### src/rtl/cfg_list_loader.sv
// Buffers a header+payload configuration list in a small FIFO and replays the
// payload as register writes to consecutive addresses over a req/ack port.
module cfg_list_loader #(
    parameter int DW         = 32,
    parameter int AW         = 16,
    parameter int FIFO_DEPTH = 8,
    parameter int MAX_LEN    = 256
) (
    input  logic          clk,
    input  logic          rst,
    input  logic          s_valid,
    output logic          s_ready,
    input  logic [DW-1:0] s_data,
    output logic          wr_req,
    output logic [AW-1:0] wr_addr,
    output logic [DW-1:0] wr_data,
    input  logic          wr_ack,
    output logic          busy,
    output logic          done,
    output logic          err,
    output logic [15:0]   wr_count
);
    localparam int PW = $clog2(FIFO_DEPTH);

    typedef enum logic [2:0] {IDLE, LOAD, SKIP, DRAIN, FIN} state_t;
    state_t state, stateNext;

    logic [DW-1:0] fifoMem [FIFO_DEPTH];
    logic [PW-1:0] wrPtr, rdPtr;
    logic [PW:0]   fifoCount;
    logic          fifoFull, fifoEmpty;

    logic [AW-1:0] baseAddr, wrIdx, hdrBase;
    logic [15:0]   listLen, payloadIdx, hdrLen;
    logic          errPulse, readyComb;
    logic          accept, headerAccept, push, pop, lastPayload;

    assign hdrLen  = s_data[15:0];
    assign hdrBase = AW'(s_data[31:16]);

    assign fifoFull  = (fifoCount == (PW+1)'(FIFO_DEPTH));
    assign fifoEmpty = (fifoCount == '0);

    // Ready is held low during reset so no word slips in before the FSM is defined.
    always_comb begin
        readyComb = 1'b0;
        unique case (state)
            IDLE, SKIP: readyComb = 1'b1;
            LOAD:       readyComb = !fifoFull;
            default:    readyComb = 1'b0;
        endcase
    end

    assign s_ready      = !rst && readyComb;
    assign accept       = s_valid && s_ready;
    assign headerAccept = accept && (state == IDLE);
    assign push         = accept && (state == LOAD);
    assign lastPayload  = (payloadIdx == listLen - 16'd1);

    assign wr_req  = ((state == LOAD) || (state == DRAIN)) && !fifoEmpty;
    assign wr_data = wr_req ? fifoMem[rdPtr] : '0;
    assign wr_addr = baseAddr + wrIdx;
    assign pop     = wr_req && wr_ack;

    assign busy = (state != IDLE);
    assign done = (state == FIN);
    assign err  = errPulse;

    always_comb begin
        stateNext = state;
        unique case (state)
            IDLE: begin
                if (headerAccept) begin
                    if (hdrLen == 16'd0)                 stateNext = FIN;
                    else if (hdrLen > 16'(MAX_LEN))      stateNext = SKIP;
                    else                                 stateNext = LOAD;
                end
            end
            LOAD:  if (push && lastPayload)   stateNext = DRAIN;
            SKIP:  if (accept && lastPayload) stateNext = IDLE;
            // The final ack retires the last entry, so finishing on it saves a cycle.
            DRAIN: if (fifoEmpty || ((fifoCount == (PW+1)'(1)) && pop)) stateNext = FIN;
            FIN:   stateNext = IDLE;
            default: stateNext = IDLE;
        endcase
    end

    always_ff @(posedge clk or posedge rst) begin
        if (rst) begin
            state      <= IDLE;
            wrPtr      <= '0;
            rdPtr      <= '0;
            fifoCount  <= '0;
            baseAddr   <= '0;
            wrIdx      <= '0;
            listLen    <= '0;
            payloadIdx <= '0;
            wr_count   <= '0;
            errPulse   <= 1'b0;
        end else begin
            state    <= stateNext;
            errPulse <= headerAccept && (hdrLen > 16'(MAX_LEN));
            if (push) wrPtr <= wrPtr + 1'b1;
            if (pop)  rdPtr <= rdPtr + 1'b1;
            case ({push, pop})
                2'b10:   fifoCount <= fifoCount + 1'b1;
                2'b01:   fifoCount <= fifoCount - 1'b1;
                default: fifoCount <= fifoCount;
            endcase
            if (headerAccept) begin
                baseAddr   <= hdrBase;
                listLen    <= hdrLen;
                payloadIdx <= '0;
                wrIdx      <= '0;
                wr_count   <= '0;
            end else begin
                if (push || (accept && (state == SKIP))) payloadIdx <= payloadIdx + 16'd1;
                if (pop) begin
                    wrIdx    <= wrIdx + 1'b1;
                    wr_count <= wr_count + 16'd1;
                end
            end
        end
    end

    always_ff @(posedge clk) begin
        if (push) fifoMem[wrPtr] <= s_data;
    end

endmodule

### config.mk
export PLATFORM = sky130hd
export DESIGN_NAME = cfg_list_loader
export DESIGN_NICKNAME = d
export VERILOG_FILES = /design/src/rtl/cfg_list_loader.sv
export SDC_FILE = /design/constraint.sdc
export NUM_CORES = 1
export LEC_CHECK = 0
export CAP_MARGIN = 20
export CORE_ASPECT_RATIO = 0.8
export CORE_MARGIN = 5
export CORE_UTILIZATION = 57
export DETAILED_ROUTE_END_ITERATION = 12
export DONT_BUFFER_PORTS = 1
export PLACE_DENSITY = 0.75
export SYNTH_ARGS = -nofsm -noshare
export SYNTH_HDL_FRONTEND = slang
export SYNTH_SLANG_ARGS = --single-unit
### constraint.sdc
create_clock -name clk -period 4.1 [get_ports clk]
set_input_delay 0.615 -clock clk [delete_from_list [all_inputs] [get_ports clk]]
set_output_delay 0.615 -clock clk [all_outputs]
set_load 0.005 [all_outputs]
==> qor.json, run 1 <==
{
  "run_status": {
    "status": "finished clean"
  },
  "worst_setup_path": {
    "reg2reg_from": "fifoCount[0]$_DFFE_PP0P_",
    "worst-path-stages": 10,
    "timing.critical_path.fanout_max": 5,
    "cell_seen_most_often_among_critical_path_stages": "a21boi_0",
    "crit_slowest_cell": "dfrtp_1",
    "critPathTopFamily": "compound AO/OA/AOI/OAI gates",
    "r2r_cells": 8,
    "setup.reg_to_reg.worst_slack_ps": 920,
    "crit_chain": "ha_1, inv_1, fa_1, nor2b_1, o21ai_0, a21boi_0, o211ai_1, a21boi_0, nor4b_1, a211o_1",
    "timing.rr.end": "fifoMem[6][0]$_DFFE_PP_",
    "cp_slowest_stage_delay_ps": 430,
    "worst_ep_required_time_ps": 3480,
    "endpoint_kind": "output pin",
    "cp.arrival_ps": 3130,
    "setup.worst_path.start_class": "register",
    "crit_buf_inv": 1,
    "critPathKind": "register to output pin"
  },
  "clocking": {
    "clock_path_buffers": 3,
    "cts_htree_levels": 2,
    "clk_latency_ps": 510,
    "clock_tree_from_tritoncts": "done",
    "cts-buffers-inserted": 35,
    "postCtsSetupBuffers": 0,
    "cts_resized": 0,
    "clock-root-buffer": "clkbuf_16",
    "cts_sinks": 350,
    "clk_pin_slew_worst_paths_ps": 60,
    "cts-hold-fix-buffers": 0
  },
  "synthesis": {
    "post_synth_fa_ha_maj_area_fraction": 0.0217,
    "synth-simple-area-share": 0.114,
    "post_synth_num_cell_types": 71,
    "yosys_warnings": 0,
    "netlist_instances": 1055,
    "synth_compound_gate_area_share": 0.0370,
    "sequential_cell_area_fraction_in_the_yosys_report": 0.653,
    "mappedNetlistArea_um2": 15400,
    "synth_area_per_cell_um2": 14.6,
    "number_of_storage_elements_in_the_synthesis_netlist": 350,
    "synth_edf_count": 256,
    "mux_share_of_post_synthesis_cell_area": 0.117,
    "async_flop_share": 0.269,
    "synth_top_flop_cell": "edfxtp_1",
    "synth_top_family_by_area": "multiplexers",
    "synthXorXnorAreaFrac": 0.0414,
    "syn_nets": 1117
  },
  "drt": {
    "ant_nets": 0,
    "detail_route.wirelength_mm": 33.0,
    "detailroute.via_count": 8820,
    "drc": 0,
    "vias_per_cell": 6.08,
    "firstDrtPassIters": 5,
    "drt-initial-drc-count": 651,
    "route.detailed.wl_per_inst_um": 22.7
  },
  "pwr": {
    "worst_ir_drop_vdd_mv": 0.280,
    "cellPowerDensity_nw_per_um2": 485,
    "p_leak_nw": 6.08,
    "p_total_w": 0.00827
  },
  "die": {
    "start_util": 0.582,
    "die_w_um": 194,
    "dieArea_um2": 30400,
    "placeable_area_um2": 26400,
    "rows": 53,
    "die_y_extent_um": 157,
    "pin_count": 105
  },
  "timing": {
    "worstMarginPinSlew_ps": 970,
    "report.final.setup_viol": 0,
    "worst_hold_slack_ps": 166,
    "period_needed_ps": 3740,
    "fmax_mhz": 267,
    "clock-skew-final_ps": 16.2,
    "max-slew-margin-rel": 0.354,
    "slew_violations": 0,
    "tns_ps": 0,
    "timing_hold_violations_final": 0,
    "rsz0062_at_grt": "no",
    "layout_worst_path_cycle_share": 0.912
  },
  "global_routing": {
    "globalRoute.totalOverflow": 0,
    "track_usage": 0.220,
    "antenna_violations_before_repair": 0,
    "first_pass_grt_wire_length_mm": 52.1,
    "first_global_vias": 8909,
    "grt_start_max_net_pins": 72
  },
  "finish": {
    "final_design_utilization": 0.646,
    "drive_above_1_share": 0.150,
    "final_cell_count_no_fill": 1451,
    "antenna_cells": 0,
    "finalNetCount": 1132,
    "syn_to_final_growth_pct": 11.1
  },
  "placed_design": {
    "place_inst": 1390,
    "gp_congestion": 0.840,
    "buffer_ports.inserted": 0,
    "place.detailed.hpwl_mm": 20.9
  },
  "worst_hold_path": {
    "worst_min_delay_path_class": "input pin to asynchronous set/reset pin"
  },
  "run": {
    "drv.max_cap_violation_count": 0
  }
}
[layer usage]
metal  share of wire  wire length (um)  GRT usage  vias up
met5               0                 0          0        -
met4           0.024               778     0.0597        0
met3           0.088              2890     0.0538       47
met2            0.47             15400      0.346      320
met1            0.42             13900      0.316     4474
li1                -                 -          -     3979
[final cells by class]
cell class | count | area (um^2)
clock buffers | 44 | 952
clock inverters | 17 | 164
fillers | 1897 | 9330
inverters | 21 | 81.3
multi-input cells | 642 | 5160
flip-flops and latches | 350 | 10000
well taps | 357 | 447
repair buffers | 20 | 213
[worst max-delay path by stage]
stage,startpoint,to,slack (ps)
floorplan,fifoCount[0]$_DFFE_PP0P_,fifoMem[6][0]$_DFFE_PP_,490
global placement,wrIdx[0]$_DFFE_PP0P_,wr_addr[14],980
detailed placement,wrIdx[0]$_DFFE_PP0P_,wr_addr[14],900
CTS,wrIdx[0]$_DFFE_PP0P_,wr_addr[14],350
global route,wrIdx[0]$_DFFE_PP0P_,wr_addr[14],2
finish,wrIdx[0]$_DFFE_PP0P_,wr_addr[14],360
[registers in the layout, indices dropped and copies added (netlist names)]
register and flops:
wrPtr 3, listLen 16, wrIdx 16, err 1
wr_count 16, fifoCount 4, fifoMem 256, baseAddr 16
payloadIdx 16, state 3, rdPtr 3
[logic make-up after synthesis]
logic type,count (synthesis)
adder cells (fa/ha/maj),26
AO/OA/AOI/OAI,81
XOR/XNOR,71
buffers and inverters,63
flip-flops,350
multiplexers,99
AND/OR/NAND/NOR,365
[synthesized netlist by cell type, drive strengths merged, types with 5 or more instances]
| library cell | count | area, um^2 |
|---|---|---|
| mux2i | 34 | 340 |
| nand3 | 16 | 80.1 |
| nand2 | 132 | 495 |
| dfrtp | 94 | 2350 |
| buf | 14 | 53.8 |
| a21o | 5 | 37.5 |
| nor2 | 104 | 390 |
| xnor2 | 29 | 254 |
| nor3 | 15 | 85.1 |
| clkbuf | 28 | 105 |
| mux4 | 64 | 1440 |
| or4 | 5 | 41.3 |
| edfxtp | 256 | 7690 |
| or3 | 10 | 62.6 |
| nand4 | 20 | 125 |
| a21oi | 21 | 105 |
| o21ai | 21 | 105 |
| inv | 21 | 78.8 |
| and4 | 8 | 70.1 |
| nand2b | 12 | 75.1 |
| xor2 | 41 | 359 |
| nor4 | 10 | 77.6 |
| nor2b | 7 | 43.8 |
| ha | 25 | 313 |
[report_power, final]
part	switching (W)	leakage (nW)	internal (W)	total (W)
Clock	0.00128	0.545	0.00184	0.00311
Sequential	0.000250	3.55	0.00398	0.00423
Combinational	0.000531	1.99	0.000390	0.000920
Total	0.00206	6.08	0.00621	0.00827
[stage by stage]
stage          setup WS, ps  area (um^2)
4_1_cts                 352        17100
3_5_place_dp            900        15900
3_3_place_gp            977        15900
6_report                360        17100
5_1_grt                2.31        17100
2_1_floorplan           493        15400
[placed cells by master (no fill, tap or decap), drive strengths merged, types with 3 or more instances in the layout]
| cell type | n |
|---|---|
| nor2b | 7 |
| nand2 | 132 |
| a21boi | 3 |
| xor2 | 41 |
| and4b | 3 |
| nor3b | 3 |
| nor4b | 3 |
| o211ai | 3 |
| nand4 | 20 |
| dfrtp | 94 |
| nand3 | 16 |
| inv | 21 |
| a21o | 5 |
| a211oi | 3 |
| nand2b | 12 |
| mux4 | 64 |
| and4 | 8 |
| or2 | 4 |
| or4 | 5 |
| and2 | 4 |
| and3 | 4 |
| or3 | 10 |
| mux2i | 34 |
| bufinv | 3 |
| xnor2 | 29 |
| ha | 25 |
| o21a | 3 |
| edfxtp | 256 |
| a21oi | 21 |
| buf | 20 |
| clkinv | 12 |
| nor4 | 10 |
| nor2 | 104 |
| o21ai | 21 |
| nor3 | 15 |
| clkbuf | 44 |
(Power assumes the default switching activity.)
==> run 2: changes to the inputs <==
- CORE_UTILIZATION: 57 -> 60
- CTS_BUF_LIST: default -> sky130_fd_sc_hd__clkbuf_8
- PLACE_DENSITY: 0.75 -> 0.79
==> run 2 against run 1 <==
  * Routed wire length decreased by 2.2%
  * Die area fell by 4.7%
  * Sequential power is essentially flat
  * Core utilization grew 2.0 points
  * Global-route usage up 0.39 points
  * First-iteration DRC count is 4.9% higher
  * Count of clock-buffer cells in the layout grew 10
  * Fmax increased by 1.9%
  * Worst hold slack lost 71 ps
  * Combinational power about the same
  * Flip-flop and latch count is the same
  * Critical endpoint unchanged
  * Highest routed layer unchanged
==> qor.json, run 2 (same netlist as run 1, synthesis figures left out) <==
{
  "run_status": {
    "status": "finished clean"
  },
  "finish": {
    "final_design_utilization": {"value": 0.666, "change": "+0.0199"},
    "leading_cell_type_in_the_layout_fill_and_taps_excluded": "edfxtp_1",
    "antenna_cells": {"value": 0, "change": "unchanged"},
    "syn_to_final_growth_pct": 9.49,
    "multi_input_gate_area": {"value": 5160, "unit": "um^2", "change": "unchanged"},
    "registers.top_by_ff_count": "fifoMem",
    "fill_cells": {"value": 1686, "change": "-11%"},
    "layout.cells.most_common_list": "edfxtp_1 (256), nand2_1 (132), nor2_1 (98)",
    "drive_above_1_share": {"value": 0.157, "change": "+0.00709"},
    "seqCellArea": {"value": 10000, "unit": "um^2", "change": "unchanged"},
    "final_cell_count_no_fill": {"value": 1445, "change": "-0.41%"},
    "largest_register_ffs": {"value": 256, "change": "unchanged"},
    "finalNetCount": {"value": 1145, "change": "+1.1%"}
  },
  "worst_setup_path": {
    "crit_chain": "ha_1, inv_1, fa_1, nor2b_1, o21ai_0, a21boi_1, o211ai_1, a21boi_0, nor4b_1, a211o_1",
    "cp_slowest_stage_delay": {"value": 420, "unit": "ps", "change": "about the same"},
    "critPathKind": "register to output pin",
    "setup.worst_path.start_class": "register",
    "crit_slowest_cell": "dfrtp_1",
    "worst_ep_required_time": {"value": 3480, "unit": "ps", "change": "about the same"},
    "critPathTopFamily": "compound AO/OA/AOI/OAI gates",
    "timing.critical_path.fanout_max": {"value": 5, "change": "unchanged"},
    "reg2reg_from": "fifoCount[0]$_DFFE_PP0P_",
    "critical_path.startpoint": "wrIdx[0]$_DFFE_PP0P_",
    "crit_buf_inv": {"value": 1, "change": "unchanged"},
    "endpoint_kind": "output pin",
    "cp.arrival": {"value": 3060, "unit": "ps", "change": "-70 ps"}
  },
  "die": {
    "start_util": {"value": 0.609, "change": "+0.0265"},
    "die_y_extent": {"value": 153, "unit": "um", "change": "-2.4%"},
    "die_w": {"value": 189, "unit": "um", "change": "-2.4%"},
    "placeable_area": {"value": 25200, "unit": "um^2", "change": "-4.4%"},
    "dieArea": {"value": 28900, "unit": "um^2", "change": "-4.7%"},
    "rows": {"value": 52, "change": "-1.9%"},
    "pin_count": {"value": 105, "change": "unchanged"}
  },
  "clocking": {
    "clk_pin_slew_worst_paths": {"value": 60, "unit": "ps", "change": "about the same"},
    "cts_sinks": {"value": 350, "change": "unchanged"},
    "postCtsSetupBuffers": {"value": 0, "change": "unchanged"},
    "clk_latency": {"value": 580, "unit": "ps", "change": "+70 ps"},
    "clock-root-buffer": "clkbuf_8",
    "clock_path_buffers": {"value": 3, "change": "unchanged"},
    "cts-buffers-inserted": {"value": 50, "change": "+43%"},
    "clock_tree_from_tritoncts": "done",
    "cts_htree_levels": {"value": 2, "change": "unchanged"}
  },
  "drt": {
    "detailroute.via_count": {"value": 8785, "change": "-0.40%"},
    "route.detailed.wl_per_inst": {"value": 22.3, "unit": "um", "change": "-1.8%"},
    "drc": {"value": 0, "change": "unchanged"},
    "detail_route.wirelength": {"value": 32.3, "unit": "mm", "change": "-2.2%"},
    "drt-initial-drc-count": {"value": 683, "change": "+4.9%"},
    "firstDrtPassIters": {"value": 5, "change": "unchanged"},
    "ant_nets": {"value": 0, "change": "unchanged"},
    "vias_per_cell": {"value": 6.08, "change": "about the same"}
  },
  "placed_design": {
    "buffer_ports.inserted": {"value": 0, "change": "unchanged"},
    "place.detailed.hpwl": {"value": 20.7, "unit": "mm", "change": "-1.0%"},
    "gp_congestion": {"value": 0.830, "change": "-1.1%"},
    "place_inst": {"value": 1355, "change": "-2.5%"}
  },
  "timing": {
    "report.final.setup_viol": {"value": 0, "change": "unchanged"},
    "tns": {"value": 0, "unit": "ps", "change": "unchanged"},
    "layout_worst_path_cycle_share": {"value": 0.895, "change": "-0.0170"},
    "fmax": {"value": 272, "unit": "MHz", "change": "+1.9%"},
    "max-slew-margin-rel": {"value": 0.248, "change": "-0.106"},
    "timing_hold_violations_final": {"value": 0, "change": "unchanged"},
    "period_needed": {"value": 3670, "unit": "ps", "change": "-69.7 ps"},
    "worstMarginPinSlew": {"value": 1130, "unit": "ps", "change": "+159 ps"},
    "rsz0062_at_grt": "no",
    "clock-skew-final": {"value": 19.8, "unit": "ps", "change": "+3.62 ps"},
    "slew_violations": {"value": 0, "change": "unchanged"}
  },
  "pwr": {
    "total_switching_power": {"value": 0.00205, "unit": "W", "change": "-0.34%"},
    "worst_ir_drop_vdd": {"value": 0.335, "unit": "mV", "change": "+20%"},
    "intPower": {"value": 0.00566, "unit": "W", "change": "-8.8%"},
    "share_seq_of_total_power": {"value": 0.549, "change": "+0.037"},
    "combinationalPowerShare": {"value": 0.119, "change": "+0.008"},
    "p_leak": {"value": 6.09, "unit": "nW", "change": "+0.14%"},
    "power.clock.fraction": {"value": 0.332, "change": "-0.044"},
    "switching_share": {"value": 0.266, "change": "+0.0170"},
    "cellPowerDensity": {"value": 458, "unit": "nW/um^2", "change": "-5.4%"}
  },
  "global_routing": {
    "grt_start_max_net_pins": {"value": 73, "change": "+1.4%"},
    "first_pass_grt_wire_length": {"value": 50.8, "unit": "mm", "change": "-2.4%"},
    "track_usage": {"value": 0.224, "change": "+0.00393"},
    "first_global_vias": {"value": 8895, "change": "-0.16%"},
    "globalRoute.totalOverflow": {"value": 0, "change": "unchanged"},
    "antenna_violations_before_repair": {"value": 0, "change": "unchanged"}
  },
  "run": {
    "drv.max_cap_violation_count": {"value": 0, "change": "unchanged"}
  },
  "worst_hold_path": {
    "worst_min_delay_path_class": "input pin to asynchronous set/reset pin"
  }
}
## run 2: power by group through the flow
| stage | Sequential [W] | Clock (W) | Combinational, W |
|---|---|---|---|
| floorplan | 0.00419 | 0 | 0.000775 |
| CTS | 0.00423 | 0.00261 | 0.000922 |
| global placement | 0.00429 | 0 | 0.000885 |
| global route | 0.00426 | 0.00278 | 0.00104 |
| finish | 0.00423 | 0.00256 | 0.000918 |
| detailed placement | 0.00429 | 0 | 0.000921 |
## run 2: layer usage
layer  up-vias  track usage  wire [um]
li1       4010            -          -
met1      4423        0.337      14700
met2       296        0.336      14700
met3        56       0.0488       2180
met4         0       0.0663        726
met5         -            0          0
## run 2: worst paths after layout
check | end | slack [ps] | cells after the start
max | wr_addr[14] | 430 | 10
min | state[2]$_DFFE_PP0P_ | 100 | 1
max reg2reg | fifoMem[4][17]$_DFFE_PP_ | 740 | 8
min reg2reg | baseAddr[0]$_DFFE_PP0P_ | 480 | 2
max in group asynchronous | wrIdx[14]$_DFFE_PP0P_ | 3110 | 2
min in group clk | fifoMem[2][0]$_DFFE_PP_ | 120 | 0
## run 2: area by class of cell
cell class,count,share of cell area
repair buffers,18,0.0118
clock buffers,54,0.0442
inverters,21,0.00483
clock inverters,36,0.0113
well taps,324,0.0241
multi-input cells,642,0.307
flip-flops and latches,350,0.597
## run 2: through the flow
step	cell area [um^2]	hold slack (ps)	total power [W]	setup slack, ps
after floorplan	15400	452	0.00497	493
after CTS	16800	90.1	0.00776	287
after global routing	16800	79.5	0.00807	141
final	16800	95.4	0.00771	429
after global placement	15900	470	0.00517	958
after detailed placement	15900	477	0.00521	786
## run 2: repair_timing
action	in CTS	in global routing
setup endpoints to repair	0	1
hold buffers	0	0
resized for setup	0	1
==> run 3: changes to the inputs <==
- CORE_ASPECT_RATIO: 0.8 -> default
- CORE_UTILIZATION: 60 -> 66
- PLACE_DENSITY: 0.79 -> 0.82
- clock period: 4.1 -> 3.9 ns (I/O delays scaled with it)
==> run 3 against run 2 <==
  * First-iteration DRC count is 6.1% higher
  * Cell area up 0.65%
  * Die area decreased by 8.6%
  * Flip-flop and latch count is the same
  * Clock skew fell by 1.7 ps
  * Via count grew 1.4%
  * Power rose by 8.5%
  * Critical path depth stayed put
  * Clock power increased by 16%
  * Non-clock buffer count grew 2
==> qor.json, run 3 (same netlist as run 1, synthesis figures left out) <==
{
  "run_status": {
    "status": "finished clean"
  },
  "finish": {
    "largest_register_ffs": {"value": 256, "change": "unchanged"},
    "fill_cells": {"value": 1381, "change": "-18%"},
    "post-route-cell-area": {"value": 16900, "unit": "um^2", "change": "+0.65%"},
    "final_cell_count_no_fill": {"value": 1439, "change": "-0.42%"},
    "antenna_cells": {"value": 0, "change": "unchanged"},
    "syn_to_final_growth_pct": 10.2,
    "layout.cells.most_common_list": "edfxtp_1 (256), nand2_1 (132), nor2_1 (98)",
    "leading_cell_type_in_the_layout_fill_and_taps_excluded": "edfxtp_1",
    "registers.top_by_ff_count": "fifoMem",
    "drive_above_1_share": {"value": 0.162, "change": "+0.00463"},
    "finalNetCount": {"value": 1149, "change": "+0.35%"}
  },
  "clocking": {
    "cts_htree_levels": {"value": 2, "change": "unchanged"},
    "clk_latency": {"value": 580, "unit": "ps", "change": "about the same"},
    "cts-buffers-inserted": {"value": 52, "change": "+4.0%"},
    "cts_sinks": {"value": 350, "change": "unchanged"},
    "postCtsSetupBuffers": {"value": 0, "change": "unchanged"},
    "clock_path_buffers": {"value": 3, "change": "unchanged"},
    "clock-root-buffer": "clkbuf_8",
    "cts_resized": {"value": 0, "change": "unchanged"},
    "clock_tree_from_tritoncts": "done",
    "cts-hold-fix-buffers": {"value": 0, "change": "unchanged"},
    "clk_pin_slew_worst_paths": {"value": 70, "unit": "ps", "change": "about the same"}
  },
  "worst_hold_path": {
    "worst_min_delay_path_class": "input pin to asynchronous set/reset pin"
  },
  "drt": {
    "detailroute.via_count": {"value": 8912, "change": "+1.4%"},
    "vias_per_cell": {"value": 6.19, "change": "+1.9%"},
    "route.detailed.wl_per_inst": {"value": 21.8, "unit": "um", "change": "-2.1%"},
    "firstDrtPassIters": {"value": 5, "change": "unchanged"},
    "ant_nets": {"value": 0, "change": "unchanged"},
    "detail_route.wirelength": {"value": 31.4, "unit": "mm", "change": "-2.5%"},
    "drc": {"value": 0, "change": "unchanged"},
    "drt-initial-drc-count": {"value": 725, "change": "+6.1%"}
  },
  "timing": {
    "clock-skew-final": {"value": 18.1, "unit": "ps", "change": "-1.69 ps"},
    "report.final.setup_viol": {"value": 0, "change": "unchanged"},
    "fmax_mhz": 277,
    "max-slew-margin-rel": {"value": 0.374, "change": "+0.126"},
    "layout_worst_path_cycle_share": 0.924,
    "tns": {"value": 0, "unit": "ps", "change": "unchanged"},
    "rsz0062_at_grt": "no",
    "period_needed_ps": 3600,
    "timing_hold_violations_final": {"value": 0, "change": "unchanged"},
    "worstMarginPinSlew": {"value": 939, "unit": "ps", "change": "-190 ps"},
    "slew_violations": {"value": 0, "change": "unchanged"}
  },
  "die": {
    "die_y_extent": {"value": 163, "unit": "um", "change": "+6.2%"},
    "pin_count": {"value": 105, "change": "unchanged"},
    "start_util": {"value": 0.675, "change": "+0.0659"},
    "dieArea": {"value": 26400, "unit": "um^2", "change": "-8.6%"},
    "rows": {"value": 55, "change": "+5.8%"},
    "die_w": {"value": 163, "unit": "um", "change": "-14%"},
    "placeable_area": {"value": 22800, "unit": "um^2", "change": "-9.8%"}
  },
  "placed_design": {
    "buffer_ports.inserted": {"value": 0, "change": "unchanged"},
    "place_inst": {"value": 1346, "change": "-0.66%"},
    "gp_congestion": {"value": 0.858, "change": "+3.3%"},
    "place.detailed.hpwl": {"value": 20.6, "unit": "mm", "change": "-0.46%"},
    "placedInstanceArea": {"value": 15900, "unit": "um^2", "change": "about the same"}
  },
  "pwr": {
    "p_leak": {"value": 6.13, "unit": "nW", "change": "+0.55%"},
    "combinationalPowerShare": {"value": 0.114, "change": "-0.005"},
    "total_switching_power": {"value": 0.00217, "unit": "W", "change": "+6.1%"},
    "switching_share": {"value": 0.260, "change": "-0.00580"},
    "worst_ir_drop_vdd": {"value": 0.268, "unit": "mV", "change": "-20%"},
    "cellPowerDensity": {"value": 494, "unit": "nW/um^2", "change": "+7.8%"},
    "intPower": {"value": 0.00619, "unit": "W", "change": "+9.3%"},
    "share_seq_of_total_power": {"value": 0.532, "change": "-0.017"},
    "power.clock.fraction": {"value": 0.354, "change": "+0.022"}
  },
  "global_routing": {
    "track_usage": {"value": 0.247, "change": "+0.0226"},
    "first_pass_grt_wire_length": {"value": 50.7, "unit": "mm", "change": "-0.26%"},
    "first_global_vias": {"value": 9048, "change": "+1.7%"},
    "antenna_violations_before_repair": {"value": 0, "change": "unchanged"},
    "grt_start_max_net_pins": {"value": 77, "change": "+5.5%"},
    "globalRoute.totalOverflow": {"value": 0, "change": "unchanged"}
  },
  "worst_setup_path": {
    "critPathKind": "register to output pin",
    "endpoint_kind": "output pin",
    "cp.arrival": {"value": 3020, "unit": "ps", "change": "-40 ps"},
    "worst_ep_required_time": {"value": 3310, "unit": "ps", "change": "-170 ps"},
    "setup.worst_path.start_class": "register",
    "timing.critical_path.fanout_max": {"value": 5, "change": "unchanged"}
  },
  "run": {
    "drv.max_cap_violation_count": {"value": 0, "change": "unchanged"}
  }
}
-- run 3: changes by cell type in the layout (fill, tap and decap cells not counted), moves of 2 or more --
cell and change:
inv_1 -6, clkinv_2 -3, bufinv_16 +3, clkinv_1 +5
buf_4 +2, clkbuf_8 +2
-- run 3: through the flow --
stage	setup WS [ps]	total power (W)	util	hold slack [ps]
after floorplan	293	0.00522	-	452
after global placement	739	0.00543	0.698	468
after detailed placement	654	0.00546	0.698	475
after CTS	151	0.00842	0.743	62.3
after global routing	8.69	0.00876	0.743	61.7
final	296	0.00837	0.743	77.8
-- run 3: power by group through the flow --
stage          clock (W)  combinational (W)  sequential [W]
2_1_floorplan          0           0.000815         0.00441
3_3_place_gp           0           0.000923         0.00451
3_5_place_dp           0           0.000954         0.00451
4_1_cts          0.00302           0.000958         0.00444
5_1_grt          0.00320            0.00108         0.00448
6_report         0.00296           0.000953         0.00445
-- run 3: layout make-up --
type,count,area (um^2),share of cell area
clock buffers,56,771,0.0455
multi-input cells,642,5160,0.305
clock inverters,37,270,0.0160
repair buffers,20,213,0.0126
well taps,313,392,0.0231
flip-flops and latches,350,10000,0.593
inverters,21,81.3,0.00480
-- run 3: path summary, 6_finish.rpt --
check	from	slack [ps]	end	cells after the start
max	wrIdx[0]$_DFFE_PP0P_	300	wr_addr[14]	10
min	rst	80	payloadIdx[2]$_DFFE_PP0P_	1
max reg2reg	fifoCount[0]$_DFFE_PP0P_	610	fifoMem[4][3]$_DFFE_PP_	8
min reg2reg	baseAddr[5]$_DFFE_PP0P_	490	baseAddr[5]$_DFFE_PP0P_	2
max in group asynchronous	rst	2980	baseAddr[12]$_DFFE_PP0P_	2
min in group clk	s_data[24]	90	fifoMem[4][24]$_DFFE_PP_	0
-- run 3: critical path: stages (launching register included) --
cell and delay, ps:
dfrtp_1 420, ha_1 200, inv_1 50, fa_1 390, nor2b_1 120, o21ai_0 100
a21boi_1 300, o211ai_1 160, a21boi_0 350, nor4b_1 90, a211o_1 250
-- run 3: routing by layer --
layer  wire (um)  global-route usage  vias to the layer above
li1            -                   -                     4020
met1       13000               0.352                     4494
met2       15500               0.398                      347
met3        2350              0.0516                       51
met4         634              0.0660                        0
met5           0                   0                        -
